===== src/rtl/sobel_window_gen.sv =====
`timescale 1ns/1ps
// sobel_window_gen: raster-order pixel stream in, 3x3 neighbourhoods out for the sobel stage.
// Latency: a window appears one cycle after the pixel that completes it is accepted.
// Backpressure: single output register; in_ready = !out_valid | out_ready, so a full-rate stream has no bubbles.
// Ports: clk; reset (async, active-low); in_valid/in_ready/in_data/in_sof accept one pixel per transfer;
//        out_valid/out_ready/win/out_col/out_row present one window and its centre coordinate per transfer;
//        frame_done pulses for one cycle after the last window of a frame has transferred.
module sobel_window_gen #(
   parameter int DATA_W = 8,
   parameter int IMG_W  = 64,
   parameter int IMG_H  = 64
) (
   input  logic                       clk,
   input  logic                       reset,
   input  logic                       in_valid,
   input  logic [DATA_W-1:0]          in_data,
   input  logic                       in_sof,
   output logic                       in_ready,
   output logic                       out_valid,
   input  logic                       out_ready,
   output logic [9*DATA_W-1:0]        win,
   output logic [$clog2(IMG_W)-1:0]   out_col,
   output logic [$clog2(IMG_H)-1:0]   out_row,
   output logic                       frame_done
);

   localparam int COL_W = $clog2(IMG_W);
   localparam int ROW_W = $clog2(IMG_H);

   localparam logic [COL_W-1:0] COL_ONE  = COL_W'(1);
   localparam logic [COL_W-1:0] COL_TWO  = COL_W'(2);
   localparam logic [COL_W-1:0] COL_LAST = COL_W'(IMG_W - 1);
   localparam logic [COL_W-1:0] COL_FD   = COL_W'(IMG_W - 2);
   localparam logic [ROW_W-1:0] ROW_ONE  = ROW_W'(1);
   localparam logic [ROW_W-1:0] ROW_TWO  = ROW_W'(2);
   localparam logic [ROW_W-1:0] ROW_LAST = ROW_W'(IMG_H - 1);
   localparam logic [ROW_W-1:0] ROW_FD   = ROW_W'(IMG_H - 2);

   // Line buffers: lbuf0 holds the previous row, lbuf1 the row before that.
   logic [DATA_W-1:0] lbuf0 [IMG_W];
   logic [DATA_W-1:0] lbuf1 [IMG_W];

   // Column shift registers; index 0 = oldest row, 2 = newest row.
   // col_a is the leftmost (oldest) column of the window, col_b the middle one.
   logic [2:0][DATA_W-1:0] col_a_q, col_a_d;
   logic [2:0][DATA_W-1:0] col_b_q, col_b_d;

   logic [COL_W-1:0]       col_q, col_d;
   logic [ROW_W-1:0]       row_q, row_d;
   logic                   out_valid_q, out_valid_d;
   logic [9*DATA_W-1:0]    win_q, win_d;
   logic [COL_W-1:0]       out_col_q, out_col_d;
   logic [ROW_W-1:0]       out_row_q, out_row_d;
   logic                   frame_done_q, frame_done_d;

   logic                   accept;
   logic                   emit;
   logic [COL_W-1:0]       col_cur;
   logic [ROW_W-1:0]       row_cur;
   logic [2:0][DATA_W-1:0] new_col;

   assign in_ready   = !out_valid_q | out_ready;
   assign out_valid  = out_valid_q;
   assign win        = win_q;
   assign out_col    = out_col_q;
   assign out_row    = out_row_q;
   assign frame_done = frame_done_q;

   // Position of the pixel being offered; in_sof forces it to (0,0).
   always_comb begin
      accept     = in_valid & in_ready;
      col_cur    = in_sof ? '0 : col_q;
      row_cur    = in_sof ? '0 : row_q;
      new_col[0] = lbuf1[col_cur];
      new_col[1] = lbuf0[col_cur];
      new_col[2] = in_data;
      // At col>=2 both shift-register columns were loaded in the current row,
      // so a window never mixes in the tail of the previous row.
      emit       = accept && (row_cur >= ROW_TWO) && (col_cur >= COL_TWO);
   end

   always_comb begin
      col_d        = col_q;
      row_d        = row_q;
      col_a_d      = col_a_q;
      col_b_d      = col_b_q;
      out_valid_d  = out_valid_q;
      win_d        = win_q;
      out_col_d    = out_col_q;
      out_row_d    = out_row_q;
      frame_done_d = out_valid_q & out_ready & (out_row_q == ROW_FD) & (out_col_q == COL_FD);

      if (out_valid_q & out_ready) begin
         out_valid_d = 1'b0;
      end

      if (accept) begin
         if (col_cur == COL_LAST) begin
            col_d = '0;
            row_d = (row_cur == ROW_LAST) ? '0 : row_cur + ROW_ONE;
         end else begin
            col_d = col_cur + COL_ONE;
            row_d = row_cur;
         end
         col_a_d = col_b_q;
         col_b_d = new_col;
      end

      if (emit) begin
         for (int r = 0; r < 3; r++) begin
            win_d[DATA_W*(3*r+0) +: DATA_W] = col_a_q[r];
            win_d[DATA_W*(3*r+1) +: DATA_W] = col_b_q[r];
            win_d[DATA_W*(3*r+2) +: DATA_W] = new_col[r];
         end
         out_col_d   = col_cur - COL_ONE;
         out_row_d   = row_cur - ROW_ONE;
         out_valid_d = 1'b1;
      end
   end

   always_ff @(posedge clk or negedge reset) begin
      if (!reset) begin
         col_q        <= '0;
         row_q        <= '0;
         col_a_q      <= '0;
         col_b_q      <= '0;
         out_valid_q  <= 1'b0;
         win_q        <= '0;
         out_col_q    <= '0;
         out_row_q    <= '0;
         frame_done_q <= 1'b0;
      end else begin
         col_q        <= col_d;
         row_q        <= row_d;
         col_a_q      <= col_a_d;
         col_b_q      <= col_b_d;
         out_valid_q  <= out_valid_d;
         win_q        <= win_d;
         out_col_q    <= out_col_d;
         out_row_q    <= out_row_d;
         frame_done_q <= frame_done_d;
      end
   end

   // Line buffers carry no reset: rows 0-1 of every frame rewrite them before use.
   always_ff @(posedge clk) begin
      if (accept) begin
         lbuf0[col_cur] <= in_data;
         lbuf1[col_cur] <= lbuf0[col_cur];
      end
   end

endmodule


===== config.mk =====
export PLATFORM = sky130hd
export DESIGN_NAME = sobel_window_gen
export DESIGN_NICKNAME = d
export VERILOG_FILES = /design/src/rtl/sobel_window_gen.sv
export SDC_FILE = /design/constraint.sdc
export NUM_CORES = 1
export LEC_CHECK = 0
export ABC_AREA = 1
export CAP_MARGIN = 20
export CORE_ASPECT_RATIO = 0.6
export CORE_MARGIN = 2
export CORE_UTILIZATION = 35
export CTS_BUF_LIST = sky130_fd_sc_hd__clkbuf_4 sky130_fd_sc_hd__clkbuf_8
export DETAILED_ROUTE_END_ITERATION = 8
export PLACE_DENSITY = 0.5
export SETUP_SLACK_MARGIN = 0.05
export SLEW_MARGIN = 10
export SYNTH_ARGS = -nofsm -noshare
export SYNTH_HDL_FRONTEND = slang
export SYNTH_SLANG_ARGS = --single-unit

===== constraint.sdc =====
create_clock -name clk -period 6 [get_ports clk]
set_input_delay 1.2 -clock clk [delete_from_list [all_inputs] [get_ports clk]]
set_output_delay 1.2 -clock clk [all_outputs]
set_load 0.005 [all_outputs]

# == Yosys cells after proc, flatten, opt, wreduce, memory -nomap -nowiden ==
# Memory sizes are Yosys's and may differ from the RTL's.
# Cells that the tools add are included.
# totals
mem_bits_rw,1024
wordCells,43
out_inout_bits,87
inputBits,13
mem_count,2
reg_bits,146
# memory_table
name,depth,width,rd,rd_clocked_by_memory_dff,write_ports,line,text
lbuf0,64,8,1,0,1,40,logic [DATA_W-1:0] lbuf0 [IMG_W];
lbuf1,64,8,1,0,1,41,logic [DATA_W-1:0] lbuf1 [IMG_W];
# classes
reduce_logical,4
n_lt_le_gt_ge,2
n_eq_ne,4
muxes,9
bitwise_logic,5
n_addsub,4
# op_table
cell,count
$mux 6,5
$eq 6x6->1 const B,4
$add 6x1->6 const B,2
$ge 6x2->1 const B,2
$sub 6x1->6 const B,2
$and 1x1->1,4
$mux 1,4
$logic_and 1x1->1,2
$reduce_bool 2->1,1
$logic_not 1->1,1
$or 1x1->1,1

# == Longest topological paths before layout ==
# Gate-level depths: netlist (run 1).
# depth
ltp_word,6
mapped_depth,17
depth_no_buf,14

# == Worst setup path after synthesis (run 1) ==
# No wires, ideal clock.
# synth_path
path_type,input -> register
from,in in_sof
to,mem lbuf1[0][7] (data pin)
path_stages,12
n_path_buf,4
setup_ps,671
required_time_ps,5329
path_slack_ps,2122
t_arrival_ps,3207
cell_sequence,inv_2 -> buf_4 -> nand2_2 -> buf_4 -> buf_2 -> buf_2 -> nand2_1 -> nand2_1 -> inv_1 -> nand2_1 -> nand3_1 -> nand4_1
# synth_lines
item,line,text
start: declaration,17,"input logic in_sof,"
end: declaration,41,

==> results of run 1 <==
## worst max-delay path: cells and delay by family
family        cells  cell delay, ns
buf+inv           5            2.12
simple gates      7            1.36
## logic make-up (layout without fill, tap and decap cells)
family,after synthesis,in the layout,share of synthesized area [%]
adder cells (fa/ha/maj),6,6,0.152
other,0,5,0
flip-flops,1170,1170,69.7
AND/OR/NAND/NOR,2834,2834,22.5
AO/OA/AOI/OAI,148,148,1.79
XOR/XNOR,13,13,0.231
buffers and inverters,680,1006,5.59
## stage by stage
stage / std cells / util (%) / area [µm²]
6_report: 7072 / 40.4 / 56500
2_1_floorplan: 4851 / - / 49300
4_1_cts: 7067 / 40.4 / 56500
3_3_place_gp: 6769 / 38.1 / 53200
3_5_place_dp: 6769 / 38.1 / 53200
5_1_grt: 7068 / 40.4 / 56500
## cell usage in the layout (no fill, tap or decap), drive strengths merged, types with 5 or more instances in the layout
master         instances
clkbuf               246
nor2                 183
edfxtp              1024
xor2                  10
o21ai                 89
diode                  5
nor3                   9
dfrtp                146
clkinv                43
buf                  162
nand2               2350
nand3b                17
clkdlybuf4s50         90
inv                  462
nand3                270
o211ai                50
ha                     6
## power groups by stage
| stage | Clock, µW | Combinational (µW) | Sequential, µW |
|---|---|---|---|
| final | 6400 | 2690 | 9610 |
| after global placement | 0 | 2700 | 9780 |
| after CTS | 6550 | 2710 | 9610 |
| after detailed placement | 0 | 2700 | 9780 |
| after floorplan | 0 | 1200 | 9760 |
| after global routing | 6920 | 2950 | 9640 |
## routing by layer
layer / routed length, µm / vias to the layer above / share of wire [%] / GRT usage (%)
li1: - / 16000 / - / -
met1: 75800 / 16300 / 50 / 33.6
met2: 61400 / 1118 / 41 / 29.1
met3: 12300 / 170 / 8.1 / 4.44
met4: 1860 / 0 / 1.2 / 4.49
met5: 0 / - / 0 / 0
## how the worst max path moves through the flow
stage / end / cells past startpoint
after global routing: lbuf1[43][7] / 12
after global placement: lbuf1[17][5] / 16
after floorplan: lbuf1[0][7] / 12
after CTS: lbuf1[40][7] / 13
final: lbuf1[40][7] / 12
after detailed placement: win[45] / 18
## state kept, by name, summed over array words and instances (netlist names)
name and count:
col_b_q 24, out_col 6, out_valid 1, col_q 6, out_row 6, win 72
frame_done 1, lbuf0 512, row_q 6, lbuf1 512, col_a_q 24
## final cells by class
type,instances,share of cell area [%]
repair buffers,252,4.32
well taps,1890,4.19
multi-input cells,3001,21.8
flip-flops and latches,1170,60.9
inverters,456,3.03
clock buffers,246,5.24
diodes,5,0.0221
clock inverters,52,0.536
==> results.cfg, run 1 <==
[floorplanning]
initial_core_util_pct = 35.3
placementRows = 106
die_y_um = 295
io_pins = 100
core_um2 = 140000
dieWidth_um = 489
die-area_um2 = 144000

[worst_setup_path]
crit_path_top_delay_cell = buf_4
endpoint_kind = register
critPathMaxFanout = 64
crit_start = in_sof
worstRegToRegCells = 11
critical_path.startpoint_type = input port
critical_path_class = input port to register
critPathArrivalTime_ns = 4.74
reg2reg_from = col_q[0]
rrSetupSlack_ns = 2.02
crit_top_cell = buf_4
worstPathRequired_ns = 6.53
crit_chain = clkdlybuf4s50_1, buf_4, nor2_4, buf_4, buf_4, nand3_1, nand2_1, nor2_1, nand2_1, nand3_1, nand4_1, buf_4
r2r-end = lbuf1[40][7]
critPathMaxStageDelay_ns = 0.65

[synth]
synth.area.top_cells = edfxtp_1 (62%), nand2_1 (18%), dfrtp_1 (7.4%)
synthesis.area_um2 = 49300
synth_flop_cell = edfxtp_1
ys_seq_elements = 1170
synth_area_leader_cell = edfxtp_1
async_flop_share_pct = 12.5
synth_top_area_share_pct = 62.3
synth_area_per_cell_um2 = 10.2
synth-edff-count = 1024
synth_common_cells = nand2_1 (2346), edfxtp_1 (1024), inv_1 (447)
yosysSeqAreaShare_pct = 69.7
synthCells = 4851
synth.net_count = 4870
yosysWarningCount = 0
yosysMostFrequentCell = nand2_1
yosysUniqueCellTypes = 30

[routing]
drt_iter0_markers = 3438
drcViolationCount = 0
drtAntennaViolNets = 0
avgViaCountPerCell = 4.75
vias = 33600
routed_wirelength_mm = 151
wl_per_cell_um = 21.4
firstDrtPassIters = 5

[sta]
hold_viol = 0
period_share_pct = 70.1
fin_crit_ns = 4.21
slew_headroom_pct = 30.4
final.setup.worst_slack_ns = 1.79
hold_slack_ns = 0.372
tightest_slew_ns = 1.04
setup_tns_ns = 0
drv_slew = 0
fmax_ghz = 0.238
rsz0062_at_grt = false
finalSetupViolCount = 0
skew_ns = 0.0485

[clock_tree]
numCtsBuffers = 171
cts_max_level = 4
clk_latency_ns = 0.89
cts_root_buf = clkbuf_8
ctsHoldBuffers = 0
ctsResizeCount = 0
post_cts_buffers = 0
cts.sinks = 1170
clk_path_buf_depth = 3
clk_pin_slew_ns = 0.06
cts_tree = yes

[pwr]
seqPwrFrac_pct = 51.4
p_sw_share_pct = 27.9
p_clk_share_pct = 34.3
leakage_uw = 0.0241
power.internal_uw = 13500
p_switching_uw = 5220
power_frac_comb_pct = 14.4
total_power_uw = 18700
pwr_density_cell_nw_per_um2 = 331
vdd_drop_max_mv = 0.244

[finish]
fin_nets = 5071
multi_input_area_um2 = 12300
regArea_um2 = 34400
nFillCells = 13600
area_growth_pct = 14.5
layout-drive-gt1-share_pct = 8.87

[grt]
grt_pass1_wl_mm = 223
grt.total_usage_pct = 21.1
grt_max_degree = 103
grt_antenna_before_repair = 5
first_global_vias = 31700
overflow = 0

[placed_design]
port_buffers = 99
hpwl_mm = 88.2
place_congestion = 0.840
place_ws_ns = 0.942

[job]
maxCapViolations = 0

[min_path]
min_path_type = input port to asynchronous set/reset pin

[status]
status = complete, no violations
Note: power is estimated with default switching activity, not from simulation.
==> run 2: changes to the inputs <==
- clock period: 6 -> 4.05 ns (I/O delays scaled with it)
==> run 2 against run 1 <==
  * Core utilization up 0.70 points
  * Critical endpoint is now lbuf1[10][4]
  * Critical path depth increased by 3
  * Combinational power increased by 55%
  * Count of clock-buffer cells in the layout shrank 8
  * Wire length decreased by 0.18%
==> results.cfg, run 2 (synthesis results as in run 1) <==
[routing]
wl_per_cell_um = 21.1
vias = 33900
drcViolationCount = 0
avgViaCountPerCell = 4.73
firstDrtPassIters = 5
drt_iter0_markers = 3689
routed_wirelength_mm = 151
drtAntennaViolNets = 0

[sta]
rsz0062_at_grt = false
finalSetupViolCount = 0
hold_viol = 0
period_share_pct = 83.2
fin_crit_ns = 3.37
tightest_slew_ns = 1.05
slew_headroom_pct = 30.2
fmax_ghz = 0.297
hold_slack_ns = 0.0352
drv_slew = 0
skew_ns = 0.0464

[clock_tree]
clk_pin_slew_ns = 0.07
clk_latency_ns = 0.89
ctsResizeCount = 0
cts_max_level = 4
numCtsBuffers = 171
clk_path_buf_depth = 3
ctsHoldBuffers = 0
cts.sinks = 1170
cts_root_buf = clkbuf_8
cts_tree = yes
post_cts_buffers = 0

[floorplanning]
die_y_um = 295
io_pins = 100
dieWidth_um = 489
die-area_um2 = 144000
core_um2 = 140000
initial_core_util_pct = 35.3
placementRows = 106

[min_path]
min_path_type = input port to asynchronous set/reset pin

[worst_setup_path]
worstRegToRegCells = 15
reg2reg_from = col_q[0]
critical_path_class = register to register
critPathArrivalTime_ns = 4.02
worstPathRequired_ns = 4.70
endpoint_kind = register
r2r-end = lbuf1[10][4]
critPathMaxFanout = 62
critical_path.startpoint_type = register
rrSetupSlack_ns = 0.68

[grt]
grt_pass1_wl_mm = 221
overflow = 0
grt.total_usage_pct = 21.0
grt_max_degree = 101
grt_antenna_before_repair = 6
first_global_vias = 31700

[finish]
layout_commonest_cell = nand2_1
layout-drive-gt1-share_pct = 10.3
finish.utilization_pct = 41.1
final_area_um2 = 57500
final_cells = 7154
area_growth_pct = 16.5
fin_nets = 5150
most-common-layout-cells = nand2_1 (2338), edfxtp_1 (1024), inv_1 (446)
nFillCells = 13500

[placed_design]
placed_cells = 6848
place_congestion = 0.839
placed_area_um2 = 54100
hpwl_mm = 94.0
port_buffers = 99

[job]
maxCapViolations = 0

[pwr]
pwr_density_cell_nw_per_um2 = 488
vdd_drop_max_mv = 0.297
leakage_uw = 0.0246

[status]
status = complete, no violations
run 2: cell count changes in the layout (fill, tap and decap cells not counted), sizes merged:
cell / change
diode: -1
clkinv: +16
buf: +79
clkbuf: -8
bufinv: +1
inv: -5
run 2: critical path, cell delays in order, from the launching register on:
cell	delay, ns
dfrtp_2	0.46
inv_1	0.15
nor2_4	0.25
buf_12	0.30
buf_12	0.25
nand2_1	0.07
nand2_1	0.10
nand2_1	0.06
nand2_1	0.07
nand2_1	0.04
nand2_1	0.11
nand2_1	0.10
nand2_1	0.32
nor2_1	0.10
nand2_2	0.29
buf_4	0.37
run 2: cell type report:
class	instances	area (µm²)	share of cell area [%]
clock inverters	64	399	0.695
clock buffers	238	2960	5.14
flip-flops and latches	1170	34400	59.9
multi-input cells	3001	12300	21.4
diodes	4	10.0	0.0174
repair buffers	331	3330	5.79
well taps	1890	2360	4.11
inverters	456	1710	2.98
run 2: how the worst max path moves through the flow:
stage / end / slack [ns] / startpoint
floorplan: lbuf1[0][7] / 0.56 / in_sof
global placement: win[44] / -0.15 / in_sof
detailed placement: lbuf1[10][4] / -0.16 / in_sof
CTS: lbuf1[12][4] / 0.67 / col_q[0]
global route: lbuf1[10][4] / 0.44 / col_q[0]
finish: lbuf1[10][4] / 0.68 / col_q[0]
run 2: stage by stage:
| step | TNS (ns) | power, µW | worst slack, ns |
|---|---|---|---|
| 6_report | 0 | 28000 | 0.679 |
| 5_1_grt | 0 | 29200 | 0.437 |
| 4_1_cts | 0 | 28300 | 0.668 |
| 3_5_place_dp | -4.32 | 18700 | -0.159 |
| 3_3_place_gp | -4.70 | 18700 | -0.147 |
| 2_1_floorplan | 0 | 16200 | 0.562 |
run 2: per-layer routing:
layer,global-route usage [%],up-vias,wire length (µm)
met5,0,-,0
met4,4.87,0,2330
met1,33.3,16300,74700
met2,28.5,1217,60700
li1,-,16200,-
met3,4.77,160,13400
run 2: power by group:
part | internal (µW) | total [µW] | leakage, µW | switching, µW
Combinational | 1460 | 4180 | 0.0117 | 2720
Sequential | 13900 | 14200 | 0.0111 | 300
Clock | 4810 | 9620 | 0.00177 | 4810
Total | 20200 | 28000 | 0.0246 | 7830
